**src/rtl/if_id_stage.sv**
```systemverilog
// if_id_stage: IF/ID pipeline register of the pipelined RV32I CPU.
//
// Purpose:
//   Captures PC, PC+4, instruction word and halt flag from fetch. Slices the
//   RV32I register fields out of the held instruction. Detects a load-use
//   hazard against the load in ID/EX. Stalls fetch and bubbles ID/EX when a
//   hazard is found. Squashes its contents on a taken branch or jump. Counts
//   hazard stall cycles in a saturating counter.
//
// Ports:
//   clk, rst                 clock and asynchronous active-low reset
//   pc/pc4/instr/halt_in_id  fetch outputs to capture
//   flush_in_id              taken branch/jump resolved downstream
//   idex_memread_in_id       the instruction in ID/EX is a load
//   idex_rd_in_id            destination register of the ID/EX instruction
//   pc/pc4/instr_out_id      registered copies of the fetch outputs
//   valid_out_id             IF/ID holds a live instruction
//   halt_out_id              a live halt is held (sticky until flush/reset)
//   opcode/rd/rs1/rs2_out_id field slices of instr_out_id
//   stall_out_id             hold the fetch PC
//   bubble_out_id            ID/EX must load a NOP this cycle
//   stall_count_out_id       saturating count of load-use stall cycles
module if_id_stage #(
    parameter logic [31:0] NOP_INSTR = 32'h0000_0013,
    parameter int          CNT_W     = 32
) (
    input  logic             clk,
    input  logic             rst,
    input  logic [31:0]      pc_in_id,
    input  logic [31:0]      pc4_in_id,
    input  logic [31:0]      instr_in_id,
    input  logic             halt_in_id,
    input  logic             flush_in_id,
    input  logic             idex_memread_in_id,
    input  logic [4:0]       idex_rd_in_id,
    output logic [31:0]      pc_out_id,
    output logic [31:0]      pc4_out_id,
    output logic [31:0]      instr_out_id,
    output logic             valid_out_id,
    output logic             halt_out_id,
    output logic [6:0]       opcode_out_id,
    output logic [4:0]       rd_out_id,
    output logic [4:0]       rs1_out_id,
    output logic [4:0]       rs2_out_id,
    output logic             stall_out_id,
    output logic             bubble_out_id,
    output logic [CNT_W-1:0] stall_count_out_id
);

    localparam logic [6:0] OP_LUI    = 7'b0110111;
    localparam logic [6:0] OP_AUIPC  = 7'b0010111;
    localparam logic [6:0] OP_JAL    = 7'b1101111;
    localparam logic [6:0] OP_BRANCH = 7'b1100011;
    localparam logic [6:0] OP_STORE  = 7'b0100011;
    localparam logic [6:0] OP_OP     = 7'b0110011;

    localparam logic [CNT_W-1:0] CNT_MAX = {CNT_W{1'b1}};
    localparam logic [CNT_W-1:0] CNT_ONE = {{(CNT_W-1){1'b0}}, 1'b1};

    logic [31:0]      pc_q, pc_d;
    logic [31:0]      pc4_q, pc4_d;
    logic [31:0]      instr_q, instr_d;
    logic             valid_q, valid_d;
    logic             halt_q, halt_d;
    logic [CNT_W-1:0] cnt_q, cnt_d;

    logic uses_rs1;
    logic uses_rs2;
    logic haz;

    assign pc_out_id          = pc_q;
    assign pc4_out_id         = pc4_q;
    assign instr_out_id       = instr_q;
    assign valid_out_id       = valid_q;
    assign halt_out_id        = halt_q;
    assign stall_count_out_id = cnt_q;

    // Pure slices. A flushed or reset register holds NOP_INSTR, so the
    // fields read as NOP fields whenever the stage is not valid.
    assign opcode_out_id = instr_q[6:0];
    assign rd_out_id     = instr_q[11:7];
    assign rs1_out_id    = instr_q[19:15];
    assign rs2_out_id    = instr_q[24:20];

    // Only compare a source field the instruction actually reads. Otherwise
    // immediate bits in rs1/rs2 positions (LUI, JAL, I-type) stall for nothing.
    always_comb begin
        uses_rs1 = 1'b1;
        uses_rs2 = 1'b0;
        case (opcode_out_id)
            OP_LUI, OP_AUIPC, OP_JAL:   uses_rs1 = 1'b0;
            default:                    uses_rs1 = 1'b1;
        endcase
        case (opcode_out_id)
            OP_BRANCH, OP_STORE, OP_OP: uses_rs2 = 1'b1;
            default:                    uses_rs2 = 1'b0;
        endcase
        haz = valid_q & idex_memread_in_id & (idex_rd_in_id != 5'd0) &
              ((uses_rs1 & (rs1_out_id == idex_rd_in_id)) |
               (uses_rs2 & (rs2_out_id == idex_rd_in_id)));
    end

    // A flush kills the dependent instruction, so there is nothing to stall
    // for. ID/EX still gets a bubble either way.
    assign stall_out_id  = haz & ~flush_in_id;
    assign bubble_out_id = haz | flush_in_id;

    // Priority: flush > stall > halt hold > load.
    always_comb begin
        pc_d    = pc_q;
        pc4_d   = pc4_q;
        instr_d = instr_q;
        valid_d = valid_q;
        halt_d  = halt_q;
        if (flush_in_id) begin
            pc_d    = 32'd0;
            pc4_d   = 32'd0;
            instr_d = NOP_INSTR;
            valid_d = 1'b0;
            halt_d  = 1'b0;
        end else if (!(stall_out_id || halt_q)) begin
            pc_d    = pc_in_id;
            pc4_d   = pc4_in_id;
            instr_d = instr_in_id;
            valid_d = 1'b1;
            halt_d  = halt_in_id;
        end
    end

    always_comb begin
        cnt_d = cnt_q;
        if (stall_out_id && (cnt_q != CNT_MAX)) begin
            cnt_d = cnt_q + CNT_ONE;
        end
    end

    always_ff @(posedge clk or negedge rst) begin
        if (!rst) begin
            pc_q    <= 32'd0;
            pc4_q   <= 32'd0;
            instr_q <= NOP_INSTR;
            valid_q <= 1'b0;
            halt_q  <= 1'b0;
            cnt_q   <= '0;
        end else begin
            pc_q    <= pc_d;
            pc4_q   <= pc4_d;
            instr_q <= instr_d;
            valid_q <= valid_d;
            halt_q  <= halt_d;
            cnt_q   <= cnt_d;
        end
    end

endmodule
```
**config.mk**
```make
export PLATFORM = sky130hd
export DESIGN_NAME = if_id_stage
export DESIGN_NICKNAME = d
export VERILOG_FILES = /design/src/rtl/if_id_stage.sv
export SDC_FILE = /design/constraint.sdc
export NUM_CORES = 1
export LEC_CHECK = 0
export CAP_MARGIN = 0
export CORE_MARGIN = 10
export CORE_UTILIZATION = 45
export DETAILED_ROUTE_END_ITERATION = 12
export PLACE_DENSITY = 0.84
export SLEW_MARGIN = 20
export SYNTH_ARGS = -nofsm -noshare
export SYNTH_HDL_FRONTEND = slang
export SYNTH_SLANG_ARGS = --single-unit
```
**constraint.sdc**
```tcl
create_clock -name clk -period 6.9 [get_ports clk]
set_clock_uncertainty 0.1 [all_clocks]
set_input_delay 1.725 -clock clk [delete_from_list [all_inputs] [get_ports clk]]
set_output_delay 1.725 -clock clk [all_outputs]
set_load 0.1 [all_outputs]
```
Word level (Yosys, flattened, before mapping)
Cells that the tools add are included.
{ "word_totals": {"register_bits": 130, "word_cells": 43, "inputBits": 106} }
{ "classes": {"bitwise": 9, "addsub": 1, "mux": 12, "n_reduce_logical": 5, "n_eq_ne": 10} }
{ "op_table": {"columns": ["operator", "n"], "rows": [
  ["2-to-1 mux 32 bit", 6],
  ["adder 32 x 1 -> 32 bit, second input constant", 1],
  ["inequality test 32 bit, second input constant", 1],
  ["equality test 7 x 6 -> 1 bit, second input constant", 3],
  ["equality test 7 bit, second input constant", 2],
  ["equality test 5 bit", 2],
  ["equality test 7 x 5 -> 1 bit, second input constant", 1],
  ["AND 1 bit", 6],
  ["2-to-1 mux 1 bit", 6],
  ["OR reduction 3 bit", 2],
  ["nonzero test 5 bit", 1],
  ["inequality test 2 bit, second input constant", 1],
  ["OR 1 bit", 2],
  ["logical AND 1 bit", 1],
  ["logical OR 1 bit", 1],
  ["NOT 1 bit", 1]
]} }

Longest topological paths before layout
Gate-level depths: netlist (run 1).
{ "depth": {"word_depth": 10, "mapped_depth": 9, "depth_no_buf": 7} }

Worst setup path after synthesis (run 1)
Ideal clock, no wire load.
{ "synth_timing": {"path_type": "input port to output port", "startpoint": "in idex_rd_in_id[1]", "endpoint": "out stall_out_id", "path_slack_ps": 1387, "stages": 5, "required_time_ps": 5075, "t_arrival_ps": 3688, "n_path_buf": 0, "cell_sequence": "xnor2_1 nand4_1 nor4b_2 o21ai_2 nor2_1"} }
{ "synth_between": {"elab_chain_len": 5, "word_cells_on_any_way": 9, "classes_between": "2 x eq/ne; 6 x bitwise; 1 x reduce/logical"} }
{ "synth_lines": {"columns": ["element", "line_no", "source"], "rows": [
  ["start: declaration", "35", "input logic [4:0] idex_rd_in_id,"],
  ["equality test 5 bit (on tied branches)", "99, 100", null],
  ["AND 1 bit (on tied branches)", "99, 100", null],
  ["OR 1 bit", "99", "((uses_rs1 & (rs1_out_id == idex_rd_in_id)) |"],
  ["AND 1 bit *", "98", "haz = valid_q & idex_memread_in_id & (idex_rd_in_id != 5'd0) &"],
  ["AND 1 bit *", "105", "assign stall_out_id = haz & ~flush_in_id;"],
  ["end: declaration", "45", "output logic stall_out_id,"]
]} }
Mark *: on every way between the ends. The rest lies on a longest branch, timed or not.

Worst setup path in the final report (run 1)
{ "layout_timing": {"startpoint": "in idex_rd_in_id[1]", "endpoint": "out bubble_out_id"} }
{ "layout_between": {"elab_chain_len": 5, "word_cells_on_any_way": 9, "classes_between": "2 x eq/ne; 6 x bitwise; 1 x reduce/logical"} }
{ "layout_lines": {"columns": ["element", "line_no", "source"], "rows": [
  ["equality test 5 bit (on tied branches)", "99, 100", null],
  ["AND 1 bit (on tied branches)", "99, 100", null],
  ["OR 1 bit", "99", null],
  ["AND 1 bit *", "98", null],
  ["OR 1 bit *", "106", "assign bubble_out_id = haz | flush_in_id;"],
  ["end: declaration", "46", "output logic bubble_out_id,"]
]} }
Marks and branches as above.

==> results_dict.tcl, run 1 <==
set metrics [dict create \
    outcome "completed" \
    synth_largest_area_cell "dfrtp_1" \
    cts_max_level 4 \
    coreArea_sq_um 13400 \
    synth_area_per_cell_sq_um 10.26 \
    post_cts_buffers 0 \
    setup_viol 0 \
    grt_usage_pct 20.39 \
    overflow 0 \
    syn-num-nets 714 \
    syn-instance-count 607 \
    cp.arrival_ns 3.54 \
    syn2layout_area_growth_pct 48.83 \
    cts_buffers 17 \
    routed-via-count 5235 \
    vias_per_cell 5.153 \
    period_needed_ns 5.363 \
    cp.required_ns 5.08 \
    finalNetCount 935 \
    r2r_end "pc4_out_id[29]" \
    hold_path.class "reg -> reg" \
    synth.distinct_cells 32 \
    clockBufferDepth 2 \
    synth_seq_cells 130 \
    die_width_um 137.7 \
    drive_gt1_share_pct 5.238 \
    critical_path_class "in -> out" \
    ant_nets 0 \
    firstDrtPassIters 6 \
    seq_area_frac_synth_pct 52.28 \
    n_antenna_cell 0 \
    wirelength_um 19640 \
    final_cell_mix "clkdlybuf4s50_1, nand2_1, dfrtp_1" \
    gp_congestion 0.8850 \
    final-hold-violation-count 0 \
    first_iter_violations 260 \
    antenna_found_initial 1 \
    numPortBuffers 259 \
    startpoint "idex_rd_in_id[1]" \
    fmax_mhz 186.5 \
    r2r-start "instr_out_id[0]" \
    wl_per_cell_um 19.33 \
    peakVddDrop_mv 0.1756 \
    drc 0 \
    crit_path_end_kind "output port" \
    cts_tree "yes" \
    tightest_slew_ns 1.031 \
    reg2reg_slack_ns 3.94 \
    yosysTopAreaCellShare_pct 51.01 \
    power_density_nw_per_um2 262.4 \
    fp.dieH_um 137.7 \
    place_ws_ns 1.555 \
    grt_pass1_vias 5504 \
    die_area_sq_um 18950 \
    cts_hold_buffers 0 \
    drv_slew 0 \
    synth_area_leaders "dfrtp_1, mux2i_1, nand2_1" \
    grt_pass1_wl_um 29840 \
    insertion_delay_ns 0.42 \
    hold_ws_ns 0.3911 \
    synth_warnings 0 \
    cp-endpoint "bubble_out_id" \
    dp_hpwl_um 14680 \
    netlist_area_sq_um 6230 \
    clock-root-buffer "clkbuf_16" \
    setup_tns_ns 0 \
    setup_ws_ns 1.537 \
    leakagePower_uw 0.004305 \
    row_count 42 \
    ios 260 \
    maxCapViolCount 0 \
    initial_core_util_pct 46.49 \
    grt_max_degree 111 \
    worstRegToRegCells 7 \
    fillers 972 \
    start_kind "primary input" \
    rsz0062_at_grt "no" \
    fin_crit_sh_pct 77.72 \
    relSlewSlack_pct 31.03 \
    post_cts_resized 0 \
    clock_sinks 130 \
    cp_max_fo 4 \
    final_common_cell "clkdlybuf4s50_1" \
    clkTransAtPathRegs_ns 0.05 \
]
-- synthesized netlist by cell type --
cell / instances
a31oi_1: 1
nor2_1: 9
a21oi_1: 3
nor3b_1: 2
o2111a_1: 1
o211ai_1: 1
nand2b_1: 2
buf_2: 4
inv_2: 1
nand3_1: 14
buf_4: 28
o21ai_2: 1
dfrtp_1: 127
nand2_1: 196
mux2_1: 1
and3_1: 9
xor2_1: 6
clkbuf_1: 24
inv_1: 1
buf_8: 5
nor3_1: 3
ha_1: 1
and2_1: 3
nand4_1: 17
mux2i_1: 96
nor4b_2: 1
dfstp_2: 3
and4_1: 9
o21ai_0: 1
and2b_1: 1
xnor2_1: 35
or4_1: 1
-- worst max-delay path, cell delays in order --
cell and delay, ns:
clkdlybuf4s50_1 0.47, or4_1 0.55, o211ai_1 0.19, a31oi_1 0.09, o21ai_2 0.17, nand2_1 0.10, buf_4 0.24
-- state kept, by name, indices dropped and copies added, names as in the netlist --
register / cells
halt_out_id: 1
pc_out_id: 32
pc4_out_id: 32
valid_out_id: 1
stall_count_out_id: 32
instr_out_id: 32
-- where the power goes --
part	leakage, uW	internal [uW]	switching [uW]	total (uW)
clock network	0.000292	558	319	877
registers	0.00172	808	35.4	843
logic	0.00229	190	523	713
total	0.00431	1560	877	2430
-- logic make-up (layout without fill, tap and decap cells) --
| family | Yosys count | in the layout | share of synthesized area, % |
|---|---|---|---|
| AOI/OAI and AO/OA | 8 | 8 | 0.8636 |
| xor gates and xnor gates | 41 | 41 | 5.764 |
| adders and majority gates | 1 | 1 | 0.2008 |
| buffers and inverters | 63 | 296 | 6.467 |
| DFF | 130 | 130 | 52.28 |
| muxes | 97 | 97 | 15.61 |
| and+or+nand+nor | 267 | 267 | 18.82 |
-- final cells by class --
cell class,count,area (sq um),area share (%)
inverters,2,10.01,0.1080
well taps,176,220.2,2.375
clock buffers,26,529.3,5.709
clock inverters,5,50.05,0.5398
multi-input cells,414,2574,27.76
repair buffers,263,2631,28.38
flip-flops and latches,130,3257,35.13
-- metal layers --
layer | GRT usage [%] | routed length [um] | up-vias | share of wire (%)
met3 | 7.975 | 1812 | 50 | 9.2
met5 | 0 | 13 | - | 0.066
met1 | 21.13 | 7126 | 2560 | 36
li1 | - | - | 2424 | -
met4 | 11.07 | 741 | 2 | 3.8
met2 | 34.78 | 9942 | 199 | 51
-- stage by stage --
stage                     cells  instance area, sq um  power [uW]  util, %
after floorplan             607                  6230        1366        -
after global placement      985                  8687        1562    64.83
after detailed placement    985                  8687        1572    64.83
after CTS                  1016                  9266        2449    69.15
after global routing       1016                  9271        2509    69.19
final                      1016                  9271        2433    69.19
-- worst min-delay path by stage --
stage,cells past startpoint,slack (ns),from,to
5_1_grt,1,0.42,stall_count_out_id[10],stall_count_out_id[10]
3_3_place_gp,1,0.38,stall_count_out_id[16],stall_count_out_id[16]
6_report,1,0.39,stall_count_out_id[10],stall_count_out_id[10]
2_1_floorplan,2,0.64,instr_out_id[1],instr_out_id[1]
4_1_cts,1,0.39,stall_count_out_id[10],stall_count_out_id[10]
3_5_place_dp,1,0.39,stall_count_out_id[10],stall_count_out_id[10]
Power figures use the tool's default switching activity.
==> run 2: changes to the inputs <==
--- a/config.mk
+++ b/config.mk
@@ -7,9 +7,9 @@
 export LEC_CHECK = 0
 export CAP_MARGIN = 0
 export CORE_MARGIN = 10
-export CORE_UTILIZATION = 45
+export CORE_UTILIZATION = 39
 export DETAILED_ROUTE_END_ITERATION = 12
-export PLACE_DENSITY = 0.84
+export PLACE_DENSITY = 0.77
 export SLEW_MARGIN = 20
 export SYNTH_ARGS = -nofsm -noshare
 export SYNTH_HDL_FRONTEND = slang
==> constraint.sdc (replaced) <==
create_clock -name clk -period 4.8 [get_ports clk]
set_clock_uncertainty 0.1 [all_clocks]
set_input_delay 1.2 -clock clk [delete_from_list [all_inputs] [get_ports clk]]
set_output_delay 1.2 -clock clk [all_outputs]
set_load 0.1 [all_outputs]
==> run 2 against run 1 <==
- setup slack lost 1.2 ns
- total power grew 46%
- final area grew 1.7%
- via count shrank 3.2%
- non-clock buffer count grew 3
- critical path depth is the same
- register-to-register slack lost 1.8 ns
==> results_dict.tcl, run 2 (synthesis results as in run 1) <==
set metrics [dict create \
    outcome "completed" \
    cts_hold_buffers 0 \
    power_density_nw_per_um2 377.4 \
    post_cts_buffers 0 \
    cts_buffers 17 \
    coreArea_sq_um 15770 \
    syn2layout_area_growth_pct 51.42 \
    switching_power_uw 1266 \
    vias_per_cell 4.784 \
    n_antenna_cell 0 \
    die_area_sq_um 21430 \
    grt_max_degree 187 \
    cp.required_ns 3.50 \
    ant_nets 0 \
    clock-root-buffer "clkbuf_16" \
    row_count 46 \
    worstRegToRegCells 7 \
    p_comb_share_pct 28.9 \
    peakVddDrop_mv 0.2260 \
    clock_sinks 130 \
    drc 0 \
    maxCapViolCount 0 \
    fp.dieH_um 146.4 \
    post_cts_resized 0 \
    final_util_pct 59.81 \
    r2r-start "instr_out_id[3]" \
    setup_viol 0 \
    r2r_end "pc_out_id[27]" \
    cts_tree "yes" \
    numPortBuffers 259 \
    fillers 1366 \
    multiInputGateArea_sq_um 2572 \
    initial_core_util_pct 39.50 \
    tightest_slew_ns 1.050 \
    min_to "stall_count_out_id[31]" \
    switching_share_pct 35.57 \
    fin_crit_sh_pct 91.93 \
    final_common_cell "clkdlybuf4s50_1" \
    dpl_cell_area_sq_um 8828 \
    crit_slowest_cell "or4_1" \
    start_kind "primary input" \
    cts_max_level 4 \
    grt_pass1_wl_um 30510 \
    min_delay_path_depth 1 \
    routed-via-count 5066 \
    final-hold-violation-count 0 \
    fmax_mhz 226.6 \
    gp_congestion 0.7931 \
    min_from "stall_count_out_id[31]" \
    overflow 0 \
    period_needed_ns 4.413 \
    power_frac_seq_pct 34.0 \
    cp.arrival_ns 3.11 \
    drv_slew 0 \
    crit_path_end_kind "output port" \
    setup_tns_ns 0 \
    insertion_delay_ns 0.41 \
    grt_pass1_vias 5330 \
    relSlewSlack_pct 29.78 \
    first_iter_violations 263 \
    ios 260 \
    final_cell_area_sq_um 9433 \
    cp_slowest_stage_delay_ns 0.52 \
    clockBufferDepth 2 \
    final_cell_mix "clkdlybuf4s50_1, nand2_1, dfrtp_1" \
    critical_path_class "in -> out" \
    path_cells "clkdlybuf4s50_1 > or4_1 > o211ai_1 > a31oi_1 > o21ai_2 > nand2_1 > buf_12" \
    grt_usage_pct 17.75 \
    dp_hpwl_um 14160 \
    die_width_um 146.4 \
    rsz0062_at_grt "no" \
    leakagePower_uw 0.004350 \
    reg2reg_slack_ns 2.11 \
    wl_per_cell_um 18.22 \
    cell_internal_pwr_uw 2294 \
    finalNetCount 938 \
    pwr-share-clk_pct 37.1 \
    drive_gt1_share_pct 5.457 \
    wirelength_um 19290 \
    regArea_sq_um 3257 \
    antenna_found_initial 0 \
    cp_max_fo 4 \
    firstDrtPassIters 4 \
    clkTransAtPathRegs_ns 0.06 \
    hold_path.class "reg -> reg" \
]
[run 2: cell count changes in the layout (fill, tap and decap cells not counted), sizes merged]
cell      previous run  this run
clkbuf              26        22
buf                  7        10
bufinv               1         3
clkinv               4         5
clkinvlp             0         1
[run 2: worst max-delay path by stage]
stage                           startpoint            end  slack (ns)  cells after the start
after floorplan           idex_rd_in_id[1]   stall_out_id        0.34                      5
after global placement    idex_rd_in_id[1]  bubble_out_id        0.43                      7
after detailed placement  idex_rd_in_id[2]  bubble_out_id        0.41                      7
after CTS                 idex_rd_in_id[2]  bubble_out_id        0.39                      7
after global routing      idex_rd_in_id[1]  bubble_out_id        0.29                      7
final                     idex_rd_in_id[2]  bubble_out_id        0.39                      7
[run 2: layout make-up]
type | instances | area share (%)
Sequential cell | 130 | 34.53
Timing Repair Buffer | 266 | 28.80
Multi-Input combinational cell | 414 | 27.27
Clock buffer | 22 | 5.027
Tap cell | 216 | 2.865
Clock inverter | 9 | 1.379
Inverter | 2 | 0.1326
[run 2: per-layer routing]
metal	GRT usage (%)	wire [um]
met2	29.34	9386
met4	5.956	308
met3	6.520	1513
met5	0	0
met1	20.86	8083
[run 2: critical path, delay by kind of cell]
| kind | cells | cell delay (ns) |
|---|---|---|
| AO/OA/AOI/OAI | 3 | 0.52 |
| buffers and inverters | 2 | 0.68 |
| AND/OR/NAND/NOR | 2 | 0.68 |
[run 2: metrics by stage]
| stage | setup slack (ns) | hold WS (ns) | std cells | total power, uW |
|---|---|---|---|---|
| 5_1_grt | 0.2886 | 0.4191 | 1059 | 3686 |
| 6_report | 0.3874 | 0.3939 | 1059 | 3560 |
| 3_3_place_gp | 0.4325 | 0.3828 | 1028 | 2260 |
| 3_5_place_dp | 0.4056 | 0.3867 | 1028 | 2266 |
| 2_1_floorplan | 0.3372 | 0.6415 | 607 | 1964 |
| 4_1_cts | 0.3853 | 0.3972 | 1059 | 3598 |
[run 2: power groups by stage]
| stage | logic (uW) | clock network, uW | registers, uW |
|---|---|---|---|
| 2_1_floorplan | 286 | 0 | 1680 |
| 3_3_place_gp | 1030 | 0 | 1230 |
| 3_5_place_dp | 1040 | 0 | 1230 |
| 4_1_cts | 1040 | 1350 | 1210 |
| 5_1_grt | 1070 | 1400 | 1220 |
| 6_report | 1030 | 1320 | 1210 |
==> run 3: changes to the inputs <==
--- a/config.mk
+++ b/config.mk
@@ -5,11 +5,13 @@
 export SDC_FILE = /design/constraint.sdc
 export NUM_CORES = 1
 export LEC_CHECK = 0
+export ABC_CLOCK_PERIOD_IN_PS = 4800
 export CAP_MARGIN = 0
 export CORE_MARGIN = 10
-export CORE_UTILIZATION = 39
+export CORE_UTILIZATION = 35
+export CTS_CLUSTER_DIAMETER = 40
 export DETAILED_ROUTE_END_ITERATION = 12
-export PLACE_DENSITY = 0.77
+export PLACE_DENSITY = 0.7
 export SLEW_MARGIN = 20
 export SYNTH_ARGS = -nofsm -noshare
 export SYNTH_HDL_FRONTEND = slang
==> run 3 against run 2 <==
- first-iteration DRC count is 14% lower
- die area is 9.8% higher
- final cell count is 0.85% higher
- sequential power hardly changed
- global-route usage is 1.6 points lower
- hold slack worse by 0.0026 ns
- wire length is 1.2% higher
- total power is 2.3% lower
- register-to-register slack better by 0.05 ns
- clock power is 6% lower
- critical endpoint unchanged
- largest cell class unchanged
==> results_dict.tcl, run 3 (synthesis results as in run 1) <==
set metrics [dict create \
    outcome "completed" \
    insertion_delay_ns 0.41 \
    crit_slowest_cell "or4_1" \
    power_density_nw_per_um2 370.9 \
    fmax_mhz 230.8 \
    regArea_sq_um 3257 \
    antenna_found_initial 0 \
    fin_crit_sh_pct 90.28 \
    clkTransAtPathRegs_ns 0.06 \
    setup_tns_ns 0 \
    hold_ws_ns 0.3913 \
    rsz0062_at_grt "no" \
    worstRegToRegCells 7 \
    final_common_cell "clkdlybuf4s50_1" \
    r2r_end "stall_count_out_id[30]" \
    busiest_layer "met2" \
    wirelength_um 19530 \
    grt_use_met1_pct 19.63 \
    cts_hold_buffers 0 \
    cts_buffers 17 \
    crit_buf_inv 2 \
    post_cts_resized 0 \
    multiInputGateArea_sq_um 2572 \
    drc 0 \
    min_from "stall_count_out_id[16]" \
    cts_max_level 4 \
    grt_pass1_wl_um 30360 \
    crit_path_end_kind "output port" \
    start_kind "primary input" \
    die_area_sq_um 23540 \
    coreArea_sq_um 17360 \
    post_cts_buffers 0 \
    clock_sinks 130 \
    gr-usage-met3_pct 7.183 \
    critical_path_class "in -> out" \
    leakagePower_uw 0.004311 \
    cpLargestDelayFamily "simple AND/OR/NAND/NOR gates" \
    tightest_slew_ns 1.030 \
    clock-root-buffer "clkbuf_16" \
    final-hold-violation-count 0 \
    period_needed_ns 4.333 \
    setup_viol 0 \
    wl_per_cell_um 18.29 \
    firstDrtPassIters 4 \
    path_cells "clkdlybuf4s50_1 > or4_1 > o211ai_1 > a31oi_1 > o21ai_2 > nand2_1 > buf_12" \
    cp.depth 7 \
    r2r-start "instr_out_id[2]" \
    fp.dieH_um 153.4 \
    dp_hpwl_um 14260 \
    final_cell_mix "clkdlybuf4s50_1, nand2_1, dfrtp_1" \
    numPortBuffers 259 \
    grt_pass1_vias 5102 \
    ios 260 \
    n_antenna_cell 0 \
    relSlewSlack_pct 31.15 \
    grt_usage_pct 16.14 \
    clockBufferDepth 2 \
    routed-via-count 5038 \
    cts_tree "yes" \
    fillers 1594 \
    cp_max_fo 4 \
    cp.arrival_ns 3.03 \
    row_count 48 \
    overflow 0 \
    ant_nets 0 \
    syn2layout_area_growth_pct 50.59 \
    maxCapViolCount 0 \
    peakVddDrop_mv 0.2425 \
    gp_congestion 0.8281 \
    min_delay_path_depth 1 \
    use_met2_pct 25.69 \
    initial_core_util_pct 35.89 \
    cp.required_ns 3.50 \
    die_width_um 153.4 \
    drive_gt1_share_pct 5.457 \
    cp_slowest_stage_delay_ns 0.54 \
    drv_slew 0 \
    reg2reg_slack_ns 2.16 \
    vias_per_cell 4.717 \
    finalNetCount 938 \
    first_iter_violations 226 \
    hold_path.class "reg -> reg" \
    grt_max_degree 98 \
    min_to "stall_count_out_id[16]" \
]
==> run 3: changes by cell type in the layout (fill, tap and decap cells not counted), moves of 2 or more <==
cell        previous run  this run
bufinv_16              3         1
buf_12                 6         4
clkinvlp_4             1         4
buf_4                  3         5
==> run 3: area by class of cell <==
| type | instances | area share (%) |
|---|---|---|
| multi-input cells | 414 | 27.42 |
| clock buffers | 23 | 5.201 |
| clock inverters | 8 | 0.8402 |
| flip-flops and latches | 130 | 34.72 |
| repair buffers | 266 | 28.69 |
| inverters | 2 | 0.1334 |
| well taps | 225 | 3.001 |
==> run 3: worst reg2reg max path, cell delays in order, from the launching register on <==
cell	delay [ns]
dfrtp_1	0.49
nor3b_1	0.43
nand4_1	0.18
nor4b_2	0.39
o2111a_1	0.23
buf_4	0.33
nor3b_1	0.28
xor2_1	0.16
==> run 3: stage by stage <==
step / instance area, sq um / cells / total power, uW / setup WS (ns) / utilization, %
after floorplan: 6230 / 607 / 1964 / 0.3372 / -
after global placement: 8815 / 1037 / 2260 / 0.4900 / 50.79
after detailed placement: 8815 / 1037 / 2265 / 0.4733 / 50.79
after CTS: 9382 / 1068 / 3520 / 0.4605 / 54.05
after global routing: 9382 / 1068 / 3615 / 0.3752 / 54.05
final: 9382 / 1068 / 3479 / 0.4668 / 54.05
==> run 3: layer usage <==
| layer | part of all wire, % | wire [um] | vias up |
|---|---|---|---|
| li1 | - | - | 2436 |
| met1 | 44 | 8546 | 2417 |
| met5 | 0 | 0 | - |
| met4 | 0.73 | 142 | 0 |
| met2 | 47 | 9224 | 175 |
| met3 | 8.3 | 1619 | 10 |
==> run 3: worst max path at each step <==
stage | startpoint | endpoint | slack, ns
2_1_floorplan | idex_rd_in_id[1] | stall_out_id | 0.34
3_3_place_gp | idex_rd_in_id[1] | bubble_out_id | 0.49
3_5_place_dp | idex_rd_in_id[1] | bubble_out_id | 0.47
4_1_cts | idex_rd_in_id[1] | bubble_out_id | 0.46
5_1_grt | idex_rd_in_id[1] | bubble_out_id | 0.38
6_report | idex_rd_in_id[1] | bubble_out_id | 0.47
==> run 3: report_power, final <==
part	total (uW)	switching, uW	leakage, uW	internal, uW
logic	1030	751	0.00232	277
clock network	1240	477	0.000267	763
registers	1210	51.4	0.00172	1160
